[config.mk]
export PLATFORM = sky130hd
export DESIGN_NAME = wb_mem_arbiter
export DESIGN_NICKNAME = d
export VERILOG_FILES = /design/src/rtl/wb_mem_arbiter_pkg.sv /design/src/rtl/wb_arb_watchdog.sv /design/src/rtl/wb_mem_arbiter.sv
export SDC_FILE = /design/constraint.sdc
export NUM_CORES = 1
export LEC_CHECK = 0
export ABC_AREA = 1
export CAP_MARGIN = 20
export CORE_AREA = 4 4 341 343
export CTS_CLUSTER_SIZE = 24
export DETAILED_ROUTE_END_ITERATION = 8
export DIE_AREA = 0 0 345 347
export SYNTH_ARGS = -nofsm -noshare
export SYNTH_HDL_FRONTEND = slang
export SYNTH_HIERARCHICAL = 1
export SYNTH_SLANG_ARGS = --single-unit
export TNS_END_PERCENT = 100
[constraint.sdc]
create_clock -name clk -period 1.3 [get_ports clk]
set_clock_uncertainty 0.1 [all_clocks]
set_input_delay 0.13 -clock clk [delete_from_list [all_inputs] [get_ports clk]]
set_output_delay 0.13 -clock clk [all_outputs]
set_load 0.1 [all_outputs]
[src/rtl/wb_mem_arbiter_pkg.sv]
// Shared line-transaction types and owner encoding for the wishbone memory arbiter.
package wb_mem_arbiter_pkg;

    typedef logic [127:0] lc3b_line;
    typedef logic [11:0]  lc3b_line_addr;
    typedef logic [15:0]  lc3b_line_sel;

    localparam logic OWNER_M0 = 1'b0;
    localparam logic OWNER_M1 = 1'b1;

    // On contention the master that did not own the previous transaction wins.
    function automatic logic pick_owner(input logic req0, input logic req1, input logic last_owner);
        if (req0 && req1) begin
            return ~last_owner;
        end else if (req1) begin
            return OWNER_M1;
        end else begin
            return OWNER_M0;
        end
    endfunction

endpackage

[src/rtl/wb_arb_watchdog.sv]
// Transaction watchdog: counts enabled cycles since the last clear and flags the
// TIMEOUT-th one.
module wb_arb_watchdog
    import wb_mem_arbiter_pkg::*;
#(
    parameter int TIMEOUT = 64
) (
    input  logic clk,
    input  logic rst,
    input  logic i_clear,
    input  logic i_enable,
    output logic o_expire
);

    localparam int CW = $clog2(TIMEOUT);
    localparam logic [CW-1:0] LAST = CW'(TIMEOUT - 1);

    logic [CW-1:0] r_count;

    always_ff @(posedge clk or posedge rst) begin
        if (rst) begin
            r_count <= '0;
        end else if (i_clear) begin
            r_count <= '0;
        end else if (i_enable && (r_count != LAST)) begin
            r_count <= r_count + CW'(1);
        end
    end

    assign o_expire = i_enable & (r_count == LAST);

endmodule

[src/rtl/wb_mem_arbiter.sv]
// Round-robin arbiter sharing the memory wishbone port between the L1 miss path (m0)
// and the stream buffer (m1). States: IDLE = arbitrate | BUSY = owner on bus | RELEASE = bubble.
module wb_mem_arbiter
    import wb_mem_arbiter_pkg::*;
#(
    parameter int TIMEOUT = 64
) (
    input  logic         clk,
    input  logic         rst,
    input  logic         i_m0_cyc,
    input  logic         i_m0_stb,
    input  logic         i_m0_we,
    input  logic [11:0]  i_m0_adr,
    input  logic [127:0] i_m0_dat,
    input  logic [15:0]  i_m0_sel,
    output logic [127:0] o_m0_dat,
    output logic         o_m0_ack,
    output logic         o_m0_rty,
    input  logic         i_m1_cyc,
    input  logic         i_m1_stb,
    input  logic         i_m1_we,
    input  logic [11:0]  i_m1_adr,
    input  logic [127:0] i_m1_dat,
    input  logic [15:0]  i_m1_sel,
    output logic [127:0] o_m1_dat,
    output logic         o_m1_ack,
    output logic         o_m1_rty,
    output logic         o_mem_cyc,
    output logic         o_mem_stb,
    output logic         o_mem_we,
    output logic [11:0]  o_mem_adr,
    output logic [127:0] o_mem_dat,
    output logic [15:0]  o_mem_sel,
    input  logic [127:0] i_mem_dat,
    input  logic         i_mem_ack,
    input  logic         i_mem_rty,
    output logic         o_timeout
);

    typedef enum logic [1:0] {IDLE, BUSY, RELEASE} arb_state_t;

    arb_state_t    r_state;
    arb_state_t    w_next_state;
    logic          r_owner;
    logic          r_last_owner;
    logic          w_req0;
    logic          w_req1;
    logic          w_busy;
    logic          w_resp;
    logic          w_expire;
    logic          w_wd_rty;
    logic          w_own_cyc;
    logic          w_own_stb;
    logic          w_own_we;
    lc3b_line_addr w_own_adr;
    lc3b_line      w_own_dat;
    lc3b_line_sel  w_own_sel;

    assign w_req0 = i_m0_cyc & i_m0_stb;
    assign w_req1 = i_m1_cyc & i_m1_stb;
    assign w_busy = (r_state == BUSY);
    assign w_resp = i_mem_ack | i_mem_rty;

    assign w_own_cyc = (r_owner == OWNER_M1) ? i_m1_cyc : i_m0_cyc;
    assign w_own_stb = (r_owner == OWNER_M1) ? i_m1_stb : i_m0_stb;
    assign w_own_we  = (r_owner == OWNER_M1) ? i_m1_we  : i_m0_we;
    assign w_own_adr = (r_owner == OWNER_M1) ? i_m1_adr : i_m0_adr;
    assign w_own_dat = (r_owner == OWNER_M1) ? i_m1_dat : i_m0_dat;
    assign w_own_sel = (r_owner == OWNER_M1) ? i_m1_sel : i_m0_sel;

    // A real response in the expiry cycle wins; an aborting owner gets nothing.
    assign w_wd_rty = w_expire & ~w_resp & w_own_cyc;

    wb_arb_watchdog #(
        .TIMEOUT (TIMEOUT)
    ) u_watchdog (
        .clk      (clk),
        .rst      (rst),
        .i_clear  (~w_busy),
        .i_enable (w_busy),
        .o_expire (w_expire)
    );

    always_ff @(posedge clk or posedge rst) begin
        if (rst) begin
            r_state      <= IDLE;
            r_owner      <= OWNER_M0;
            r_last_owner <= OWNER_M1;
        end else begin
            r_state <= w_next_state;
            if ((r_state == IDLE) && (w_req0 || w_req1)) begin
                r_owner <= pick_owner(w_req0, w_req1, r_last_owner);
            end
            if (w_busy && (w_next_state == RELEASE)) begin
                r_last_owner <= r_owner;
            end
        end
    end

    always_comb begin
        w_next_state = r_state;
        case (r_state)
            IDLE:    if (w_req0 || w_req1) w_next_state = BUSY;
            BUSY:    if (w_resp || !w_own_cyc || w_expire) w_next_state = RELEASE;
            RELEASE: w_next_state = IDLE;
            default: w_next_state = IDLE;
        endcase
    end

    always_comb begin
        o_mem_cyc = 1'b0;
        o_mem_stb = 1'b0;
        o_mem_we  = w_own_we;
        o_mem_adr = w_own_adr;
        o_mem_dat = w_own_dat;
        o_mem_sel = w_own_sel;
        o_m0_ack  = 1'b0;
        o_m0_rty  = 1'b0;
        o_m1_ack  = 1'b0;
        o_m1_rty  = 1'b0;
        o_timeout = 1'b0;
        if (w_busy) begin
            o_mem_cyc = w_own_cyc;
            o_mem_stb = w_own_stb;
            o_timeout = w_wd_rty;
            if (r_owner == OWNER_M0) begin
                o_m0_ack = i_mem_ack;
                o_m0_rty = i_mem_rty | w_wd_rty;
            end else begin
                o_m1_ack = i_mem_ack;
                o_m1_rty = i_mem_rty | w_wd_rty;
            end
        end
    end

    assign o_m0_dat = i_mem_dat;
    assign o_m1_dat = i_mem_dat;

endmodule
### Yosys cells after proc, flatten, opt, wreduce, memory -nomap -nowiden

Index checks and enable logic that the tools add are counted.

* add/subtract/negate cells: 1
* multipliers: 0
* divide/modulo/power cells: 0
* magnitude comparators: 0
* eq/ne operators: 5
* shift operators: 0
* mux-type cells: 24
* bitwise gates (word level): 9
* reduce and logical (&&, ||, !) cells: 9

Operator list (number)
* two-way mux 128 bit: 1
* two-way mux 1 bit: 16
* two-way mux 16 bit: 1
* two-way mux 12 bit: 1
* two-way mux 6 bit: 2
* adder 6 x 1 -> 6 bit (second input constant): 1
* equality test 6 bit (second input constant): 1
* inequality test 6 bit (second input constant): 1
* bitwise AND 1 bit: 5
* logical AND 1 bit: 4
* two-way mux 2 bit: 2
* case mux 2 bit (2 select lines): 1
* logical OR 1 bit: 3
* equality test 2 x 1 -> 1 bit (second input constant): 1
* equality test 2 bit (second input constant): 1
* zero test 2 bit: 1
* inequality test 2 bit (second input constant): 1
* NOT 1 bit: 2
* bitwise OR 1 bit: 2
* zero test 1 bit: 1

* bits in registers: 10
* latch bits: 0
* bits in writable memories: 0
* bits in read-only memories: 0
* input bits: 450
* output and inout port bits: 420
* logic and storage cells: 52
* memories: 0

### Logic depth before layout (Yosys ltp)

* word-level depth: 8
* gate-level depth with buffers: 10
* mapped depth without buffers: 10

### Modules after synthesis

The synthesis kept the hierarchy.

Modules (own cells, without submodules)
* wb_mem_arbiter: instances 1, cells an instance 806, area each 4209.0 um^2, sequential area each 101.3 um^2
* wb_arb_watchdog: instances 1, cells an instance 54, area each 395.4 um^2, sequential area each 150.1 um^2

### Worst setup path before layout

OpenSTA, ideal clock, no wires.

* path type: flip-flop to output port
* from: reg u_watchdog.r_count[1]
* to: out o_m0_rty
* data arrival time: 2.525 ns
* data required time: 1.070 ns
* path slack: -1.455 ns
* stages on the path, launching flop included: 8
* path buffers: 0
* path through: dfrtp_1 -> ha_1 -> nand2_1 -> inv_1 -> nand3_1 -> nor2_1 -> nand3_1 -> a21oi_1

* cells in the longest elaborated chain, start to end: 7

Ends and longest elaborated chain
* start, declared: RTL line wb_arb_watchdog.sv:18 `logic [CW-1:0] r_count;`
* start signal, assigned: RTL line wb_arb_watchdog.sv:26 `r_count <= r_count + CW'(1);`
* equality test 6 bit: RTL line wb_arb_watchdog.sv:30 `assign o_expire = i_enable & (r_count == LAST);`
* bitwise AND 1 bit: RTL line wb_arb_watchdog.sv:30
* named net w_expire: RTL line wb_mem_arbiter.sv:50 `logic w_expire;`
* bitwise AND 1 bit (2 in a row): RTL line wb_mem_arbiter.sv:72 `assign w_wd_rty = w_expire & ~w_resp & w_own_cyc;`
* bitwise OR 1 bit: RTL line wb_mem_arbiter.sv:128 `o_m0_rty = i_mem_rty | w_wd_rty;`
* two-way mux 1 bit: RTL line wb_mem_arbiter.sv:126 `if (r_owner == OWNER_M0) begin`
* two-way mux 1 bit: RTL line wb_mem_arbiter.sv:122 `if (w_busy) begin`
* end, declared: RTL line wb_mem_arbiter.sv:18 `output logic o_m0_rty,`

The timed path passes the listed nets, and every way through them passes these cells.

### Worst setup path after layout

* from: reg r_owner
* to: out o_mem_dat[120]

* cells in the longest elaborated chain, start to end: 1

Ends and longest elaborated chain
* start, declared: RTL line wb_mem_arbiter.sv:44 `logic r_owner;`
* start signal, assigned: RTL line wb_mem_arbiter.sv:92 `r_owner <= pick_owner(w_req0, w_req1, r_last_owner);`
* two-way mux 128 bit: RTL line wb_mem_arbiter.sv:68 `assign w_own_dat = (r_owner == OWNER_M1) ? i_m1_dat : i_m0_dat;`
* end, declared: RTL line wb_mem_arbiter.sv:32 `output logic [127:0] o_mem_dat,`

Every way passes these cells.

==> qor.yml <==
logic_synthesis:
  synthesis.area_um2: 4600
  ys_types: 24
  yosys.area_share.simple_pct: 44.3
  syn_inst: 860
  synth_xor_area_share_pct: 0
  synth.top_cell.area_share_pct: 45.2
  synth_nets: 1311
  netlist_top_cells_area: "buf_4, nand2_1, dfrtp_1"
  yosys.area.top_type: "buf_4"
  muxShareOfSynthArea_pct: 0
  ys_seq_area_share_pct: 5.46
  synth_top_family_by_area: "buffers and inverters"
  yosys_warnings: 6
  synth-adder-area-share_pct: 0.272
  synth_seq_cells: 10
  synth_area_per_cell_um2: 5.35
  synth-compound-area-share_pct: 1.47
global_route:
  globalRouteMet2Util_pct: 11.4
  grt_pass1_wl_mm: 60.9
  globalRouteMet1Util_pct: 8.79
  globalRouteOverflowTotal: 0
  met3_usage_pct: 4.10
  antenna_found_initial: 6
  gr-max-usage-layer: "met2"
  grt_pass1_vias: 7178
  grt_max_degree: 19
  grt_usage_pct: 7.22
placed_design:
  place_ws_ps: -394
  portBuffers: 485
  hpwl_mm: 41.3
  place_inst: 2651
  gp_congestion: 0.755
power:
  leakage_nw: 6.12
  vdd_ir_drop_max_uv: 1180
  power_density_nw_per_um2: 1890
routing:
  drt_wl_total_mm: 45.5
  drc: 0
  viasPerCell: 2.42
  route.vias.total: 6493
  ant_nets: 0
  wl_per_cell_um: 17.0
  first_iter_violations: 154
  drtPass1Iterations: 4
min_path:
  min_path_type: "primary input to async pin"
worst_setup_path:
  cp.arrival_ps: 1690
  crit_top_cell: "buf_12"
  max_stage_delay_ps: 550
  worst_setup_path_start_kind: "register"
  slowest_stage: "dfrtp_4"
  crit_type: "register to output port"
  cp_cell_sequence: "buf_12 > buf_12 > buf_12 > nand2_2 > nand2_8 > buf_12"
  path_max_fanout: 12
  end_kind: "output port"
  critPathRequiredTime_ps: 1070
timing:
  finalHoldViolCount: 0
  maxSlewHeadroom_pct: 81.5
  post-route-period-util_pct: 148
  setup_ws_ps: -621
  period_needed_ps: 1920
  setup_tns_ps: -88880
  clock.fmax_mhz: 521
  rsz0062_at_grt: "true"
  slew_viol_final: 0
  worst_slew_pin_slew_ps: 277
  finalSetupViolCount: 173
clock_tree:
  tritoncts: "yes"
  cts.sink_count: 10
  cts-root-buf: "clkbuf_16"
  cts_buffer_depth: 2
  cts.clk_slew.worst_paths_ps: 40
  clk_latency_ps: 240
  htreeDepth: 1
  numCtsBuffers: 3
  hold_buffers: 0
die:
  die_area_um2: 120000
  initial_core_util_pct: 4.05
  die_h_um: 347
  ioPinCount: 870
  core_area_um2: 114000
  die_w_um: 345
  rows: 124
finish:
  fin_cells: 2681
  post-route-util_pct: 14.3
  areaGrowthSynthToFinish_pct: 253
  layout_common_cells: "clkdlybuf4s50_1, buf_12, nand2_8, nand2_4, nand2_1"
  drive_above_1_share_pct: 58.9
  final_common_cell: "clkdlybuf4s50_1"
  nets: 1619
status:
  status: "finished with violations"
  violations: "negative setup slack"
job:
  maxCapViolations: 0
-- power breakdown --
group | switching, mW | leakage (nW) | internal (mW) | total [mW]
registers | 0.0643 | 0.131 | 0.365 | 0.430
logic | 18.6 | 5.94 | 11.1 | 29.6
clock network | 0.159 | 0.0442 | 0.464 | 0.623
-- layer usage --
metal / routed length (um) / part of all wire, %
met1: 18800 / 41
met4: 585 / 1.3
met5: 27 / 0.059
met2: 20100 / 44
met3: 5930 / 13
-- worst paths after layout --
path / start / end / slack (ps) / cells past startpoint
max in group asynchronous: rst / u_watchdog/r_count[1] / 820 / 2
worst min register to register: r_last_owner / r_last_owner / 370 / 2
worst min-delay path: rst / r_state[0] / 20 / 2
worst max register to register: r_state[0] / u_watchdog/r_count[2] / -200 / 8
min in group clk: i_mem_dat[80] / o_m0_dat[80] / 160 / 0
worst max-delay path: r_owner / o_mem_dat[120] / -620 / 6
-- Yosys cell counts, drive strengths merged --
cell / number
nand2: 501
buf: 289
inv: 16
nand3: 13
nor2: 12
dfrtp: 9
o21ai: 5
a21oi: 4
nand4: 4
clkbuf: 2
clkinv: 1
dfstp: 1
ha: 1
nor3: 1
o21bai: 1
-- state kept, by name (all words and copies together), names as in the netlist --
name / cells
r_last_owner: 1
r_owner: 1
r_state: 2
u_watchdog/r_count: 6
-- critical path, delay by kind of cell, from the launching register on --
family | cells | cell delay [ps]
buffers and inverters | 4 | 670
flip-flops | 1 | 550
AND/OR/NAND/NOR | 2 | 170
-- repair_timing --
item	4_1_cts	5_1_grt
pin swaps	4	8
endpoints found under the setup margin	173	174
resized for setup	76	50
gates cloned	5	2
buffers inserted	8	9
hold endpoints to repair	0	0
-- per-stage QoR --
stage          total power, mW  cell area, um^2  hold slack (ps)
6_report                  30.7            16200             19.5
2_1_floorplan             22.2             8290             -205
4_1_cts                   30.9            16000             26.2
3_5_place_dp              29.1            15300              161
5_1_grt                   31.9            16200             57.1
3_3_place_gp              29.1            15300              161
-- area by class of cell --
type,instances,area [um^2]
Timing Repair Buffer,593,7970
Multi-Input combinational cell,542,5930
Inverter,17,106
Sequential cell,10,255
Clock buffer,4,88.8
Timing Repair inverter,1,8.76
Antenna cell,2,5.00
Tap cell,1512,1890
Fill cell,12700,97300
-- cells by family after synthesis --
logic type	after synthesis
simple gates	531
buf+inv	308
compound gates	10
flops	10
fa+ha+maj	1
Note: power is estimated with default switching activity, not from simulation.
